===== src/rtl/lsu_mem_ctrl.sv =====
// Load/store controller: alignment check, one 8-byte-aligned memory transaction, offset-aligned load data.
// Optional response watchdog enabled by defining LSU_RSP_TIMEOUT_EN.
module lsu_mem_ctrl #(
    parameter int ADDR_W      = 64,
    parameter int TIMEOUT_CYC = 255
) (
    input  logic              clk,
    input  logic              rst_n,
    input  logic              req_valid,
    output logic              req_ready,
    input  logic              req_wen,
    input  logic [2:0]        req_func3,
    input  logic [ADDR_W-1:0] req_addr,
    input  logic [63:0]       req_wdata,
    output logic              mem_req_valid,
    input  logic              mem_req_ready,
    output logic [ADDR_W-1:0] mem_addr,
    output logic              mem_wen,
    output logic [63:0]       mem_wdata,
    output logic [7:0]        mem_wmask,
    input  logic              mem_rsp_valid,
    input  logic [63:0]       mem_rdata,
    output logic              done_valid,
    output logic [63:0]       done_mrd,
    output logic [2:0]        done_func3,
    output logic              done_err
);

    localparam logic [1:0] S_IDLE = 2'd0;
    localparam logic [1:0] S_REQ  = 2'd1;
    localparam logic [1:0] S_WAIT = 2'd2;
    localparam logic [1:0] S_DONE = 2'd3;

    typedef struct packed {
        logic       wen;
        logic [2:0] func3;
        logic [2:0] off;
    } req_t;

    logic [1:0]        state;
    req_t              cap;
    logic [ADDR_W-1:0] mem_addr_q;
    logic              mem_wen_q;
    logic [63:0]       mem_wdata_q;
    logic [7:0]        mem_wmask_q;
    logic [63:0]       done_mrd_q;
    logic [2:0]        done_func3_q;
    logic              done_err_q;

`ifdef LSU_RSP_TIMEOUT_EN
    localparam int CNT_W = ($clog2(TIMEOUT_CYC + 1) > 8) ? $clog2(TIMEOUT_CYC + 1) : 8;
    logic [CNT_W-1:0] cnt;
`endif

    logic        misal;
    logic        illegal;
    logic [7:0]  st_wmask;
    logic [63:0] st_wdata;

    always_comb begin
        misal    = 1'b0;
        st_wmask = 8'hFF;
        case (req_func3[1:0])
            2'd0: begin misal = 1'b0;                   st_wmask = 8'h01 << req_addr[2:0]; end
            2'd1: begin misal = req_addr[0];            st_wmask = 8'h03 << req_addr[2:0]; end
            2'd2: begin misal = |req_addr[1:0];         st_wmask = 8'h0F << req_addr[2:0]; end
            default: begin misal = |req_addr[2:0];      st_wmask = 8'hFF; end
        endcase
        illegal  = (req_wen && req_func3[2]) || (!req_wen && req_func3 == 3'b111);
        st_wdata = req_wdata << {req_addr[2:0], 3'b000};
    end

    always_ff @(posedge clk or negedge rst_n) begin
        if (!rst_n) begin
            state        <= S_IDLE;
            cap          <= '0;
            mem_addr_q   <= '0;
            mem_wen_q    <= 1'b0;
            mem_wdata_q  <= '0;
            mem_wmask_q  <= '0;
            done_mrd_q   <= '0;
            done_func3_q <= '0;
            done_err_q   <= 1'b0;
`ifdef LSU_RSP_TIMEOUT_EN
            cnt          <= '0;
`endif
        end else begin
            case (state)
                S_IDLE: if (req_valid) begin
                    cap.wen   <= req_wen;
                    cap.func3 <= req_func3;
                    cap.off   <= req_addr[2:0];
                    if (misal || illegal) begin
                        // rejected ops complete without touching the memory bus
                        state        <= S_DONE;
                        done_err_q   <= 1'b1;
                        done_mrd_q   <= '0;
                        done_func3_q <= req_func3;
                    end else begin
                        state       <= S_REQ;
                        mem_addr_q  <= {req_addr[ADDR_W-1:3], 3'b000};
                        mem_wen_q   <= req_wen;
                        mem_wdata_q <= req_wen ? st_wdata : 64'd0;
                        mem_wmask_q <= req_wen ? st_wmask : 8'd0;
                    end
                end
                S_REQ: if (mem_req_ready) begin
                    state <= S_WAIT;
`ifdef LSU_RSP_TIMEOUT_EN
                    cnt   <= '0;
`endif
                end
                S_WAIT: begin
                    if (mem_rsp_valid) begin
                        state        <= S_DONE;
                        done_mrd_q   <= cap.wen ? 64'd0 : (mem_rdata >> {cap.off, 3'b000});
                        done_err_q   <= 1'b0;
                        done_func3_q <= cap.func3;
                    end
`ifdef LSU_RSP_TIMEOUT_EN
                    // a response in the final cycle takes priority over the watchdog
                    else if (cnt == CNT_W'(TIMEOUT_CYC - 1)) begin
                        state        <= S_DONE;
                        done_mrd_q   <= '0;
                        done_err_q   <= 1'b1;
                        done_func3_q <= cap.func3;
                    end else begin
                        cnt <= cnt + 1'b1;
                    end
`endif
                end
                default: state <= S_IDLE;
            endcase
        end
    end

    assign req_ready     = (state == S_IDLE);
    assign mem_req_valid = (state == S_REQ);
    assign mem_addr      = mem_addr_q;
    assign mem_wen       = mem_wen_q;
    assign mem_wdata     = mem_wdata_q;
    assign mem_wmask     = mem_wmask_q;
    assign done_valid    = (state == S_DONE);
    assign done_mrd      = done_mrd_q;
    assign done_func3    = done_func3_q;
    assign done_err      = done_err_q;

endmodule


===== config.mk =====
export PLATFORM = sky130hd
export DESIGN_NAME = lsu_mem_ctrl
export DESIGN_NICKNAME = d
export VERILOG_FILES = /design/src/rtl/lsu_mem_ctrl.sv
export SDC_FILE = /design/constraint.sdc
export NUM_CORES = 1
export LEC_CHECK = 0
export ABC_CLOCK_PERIOD_IN_PS = 5200
export BUFFER_PORTS_ARGS = -buffer_cell sky130_fd_sc_hd__buf_2
export CAP_MARGIN = 0
export CORE_ASPECT_RATIO = 0.5
export CORE_MARGIN = 2
export CORE_UTILIZATION = 45
export DETAILED_ROUTE_END_ITERATION = 8
export PLACE_DENSITY = 0.79
export SLEW_MARGIN = 20
export SYNTH_ARGS = -nofsm -noshare
export SYNTH_HDL_FRONTEND = slang
export SYNTH_SLANG_ARGS = --single-unit

===== constraint.sdc =====
create_clock -name clk -period 5.2 [get_ports clk]
set_clock_uncertainty 0.2 [all_clocks]
set_input_delay 0.26 -clock clk [delete_from_list [all_inputs] [get_ports clk]]
set_output_delay 0.26 -clock clk [all_outputs]
set_load 0.01 [all_outputs]

==> results.json <==
{
  "place.gp.congestion": 0.942,
  "r2r_cells": 5,
  "maxSlewViolCount": 0,
  "cts_buffers": 21,
  "worst_slack_ps": 1980,
  "r2r_end": "done_mrd[53]",
  "htree_num_levels": 1,
  "postCtsSetupBuffers": 0,
  "tightest_slew_ps": 1050,
  "clock_sinks": 211,
  "holdBufCountCts": 91,
  "cp-end-kind": "register",
  "remaining_drc_errors": 0,
  "pre_cts_slack_ps": 2070,
  "placed_area_sq_um": 13700,
  "top_layer": "met4",
  "yosys.area.top_type": "dfrtp_1",
  "core_region_area_sq_um": 25100,
  "fmax_ghz": 0.310,
  "avgSynthCellArea_sq_um": 11.6,
  "ys_top_cells_by_area": "dfrtp_1, mux2_2, mux2i_1",
  "finalSetupViolCount": 0,
  "routed_wirelength_microns": 38000,
  "cts_tree": "yes",
  "post-route-util_pct": 60.6,
  "period_share_pct": 62.0,
  "dp_hpwl_microns": 26400,
  "irDropWorstVdd_v": 0.000333,
  "fin_nets": 1647,
  "syn_inst": 983,
  "wl_met2_microns": 19400,
  "arrival_ps": 3400,
  "whs_ps": 2.25,
  "crit_chain": "dlygate4sd3_1, buf_2, ha_1, a211oi_4, o211ai_1, nand3b_4, mux2_1",
  "route.met3.wl_microns": 2230,
  "rsz0062_at_grt": "no",
  "root_buffer": "clkbuf_16",
  "cp_slowest_cell": "nand3b_4",
  "grt_max_degree": 135,
  "drive_above_1_share_pct": 41.5,
  "finalHoldViolCount": 0,
  "power_leakage_nw": 7.69,
  "syn-cell-area_sq_um": 11400,
  "setup_tns_ps": 0,
  "wl_per_cell_microns": 21.2,
  "cts_repair_resize_count": 0,
  "grt_pass1_wl_microns": 57000,
  "io_pins": 409,
  "dr_total_vias": 10100,
  "fp.dieH_microns": 117,
  "die_area_sq_um": 26800,
  "outcome": "completed",
  "r2r_start": "state[0]",
  "synth_edf_count": 0,
  "stdcell_count": 1792,
  "finalInstanceArea_sq_um": 15200,
  "n_fill_cell": 2050,
  "drt-pass1-iter-count": 5,
  "antenna_found_initial": 0,
  "clk_latency_ps": 510,
  "rrSetupSlack_ps": 2240,
  "whs_path_depth": 3,
  "wl_met1_microns": 14300,
  "cap_viol_max_count": 0,
  "crit_path_start": "req_func3[0]",
  "clockBufferDepth": 3,
  "grt_pass1_vias": 10400,
  "seq_area_frac_synth_pct": 46.1,
  "crit_end": "done_mrd[53]",
  "grt_overflow": 0,
  "num_rows": 41,
  "ant_nets": 0,
  "drtIter0Drc": 548,
  "fp.dieW_microns": 230,
  "synth_seq_cells": 211,
  "power_density_nw_per_um2": 493,
  "slew_headroom_pct": 29.8,
  "clk_pin_slew_ps": 60,
  "dp_cells": 1667,
  "p_total_mw": 7.50,
  "worstPathRequired_ps": 5380,
  "slowest_delay_ps": 790,
  "port_buffers": 405,
  "ys.flop_type": "dfrtp_1",
  "critPathKind": "in -> reg",
  "async_reset_ff_share_pct": 100,
  "yosysWarnings": 0,
  "path_max_fanout": 68,
  "area.growth.synth_to_final_pct": 32.8,
  "hold_path_class": "in -> reg",
  "start_util_pct": 45.6,
  "grt_use_total_pct": 27.4,
  "post-route-min-period_ps": 3220,
  "vias_per_cell": 5.65,
  "synth_top_area_share_pct": 46.1,
  "netlist-cell-type-count": 50,
  "cp-start-kind": "input port"
}
-- critical path: cells and delay by family --
family	cells	cell delay, ps
and+or+nand+nor	1	790
buffers and inverters	2	720
muxes	1	650
adders and majority gates	1	460
AOI/OAI and AO/OA	2	460
-- metal layers --
metal	track usage, %	up-vias
li1	-	4467
met1	32.8	5055
met2	48.9	471
met3	4.19	130
met4	14.9	0
met5	0	-
-- worst min path at each step --
stage,end,start
floorplan,cap[0],rst_n
global placement,mem_wdata[23],rst_n
detailed placement,mem_wdata[22],rst_n
CTS,done_mrd[42],mem_rdata[50]
global route,done_mrd[42],mem_rdata[50]
finish,mem_wdata[13],req_wdata[13]
-- cell families after synthesis --
| kind of cell | share of synthesized area [%] |
|---|---|
| flops | 46.1 |
| fa+ha+maj | 0.984 |
| simple gates | 6.68 |
| other cells | 0.0328 |
| buf+inv | 4.45 |
| mux | 30.2 |
| compound gates | 11.5 |
-- where the power goes --
| group | total [mW] | switching [mW] | internal, mW |
|---|---|---|---|
| sequential | 2.77 | 0.489 | 2.28 |
| combinational | 3.26 | 1.69 | 1.57 |
| clock | 1.47 | 0.649 | 0.819 |
-- area by class of cell --
cell class	count	area (sq um)	area share (%)
multi-input combinational	668	5700	37.5
sequential	211	5290	34.8
timing repair buffer	509	3070	20.2
clock buffer	30	579	3.81
tap	344	430	2.83
inverter	26	97.6	0.642
clock inverter	3	42.5	0.280
antenna	1	2.50	0.0165
-- cell usage after synthesis (all sizes together), types with 3 or more instances --
master / instances
o21ai: 91
mux2: 137
mux2i: 113
o22ai: 17
nand3b: 3
buf: 59
a21oi: 15
nand2b: 13
a22o: 30
a2bb2oi: 8
nor2b: 10
mux4: 35
nand3: 4
a32o: 8
nand2: 98
clkbuf: 21
dfrtp: 211
o2bb2ai: 3
nor2: 38
inv: 25
ha: 9
a211o: 8
a211oi: 3
-- sequential cells by signal (all words and copies together) (netlist names) --
name        cells
done_mrd       64
mem_wdata      64
mem_addr       61
mem_wmask       8
cap             7
done_func3      3
state           2
done_err        1
mem_wen         1
-- placed cells by master, fill, tap and decap left out, types with 12 or more instances in the layout --
master         Yosys  final
o22ai_1           17     17
mux2i_1          113    113
buf_2             38    403
o21ai_0           89     89
mux2_2           108    108
clkbuf_16          0     21
inv_1             25     25
mux2_1            29     29
nand2b_1          13     13
dlygate4sd3_1      0     91
nand2_1           98     98
nor2_1            37     37
buf_4             15     12
a21oi_1           15     15
dfrtp_1          211    209
a22o_1            30     30
mux4_2            35     35
Note: power is estimated with default switching activity, not from simulation.
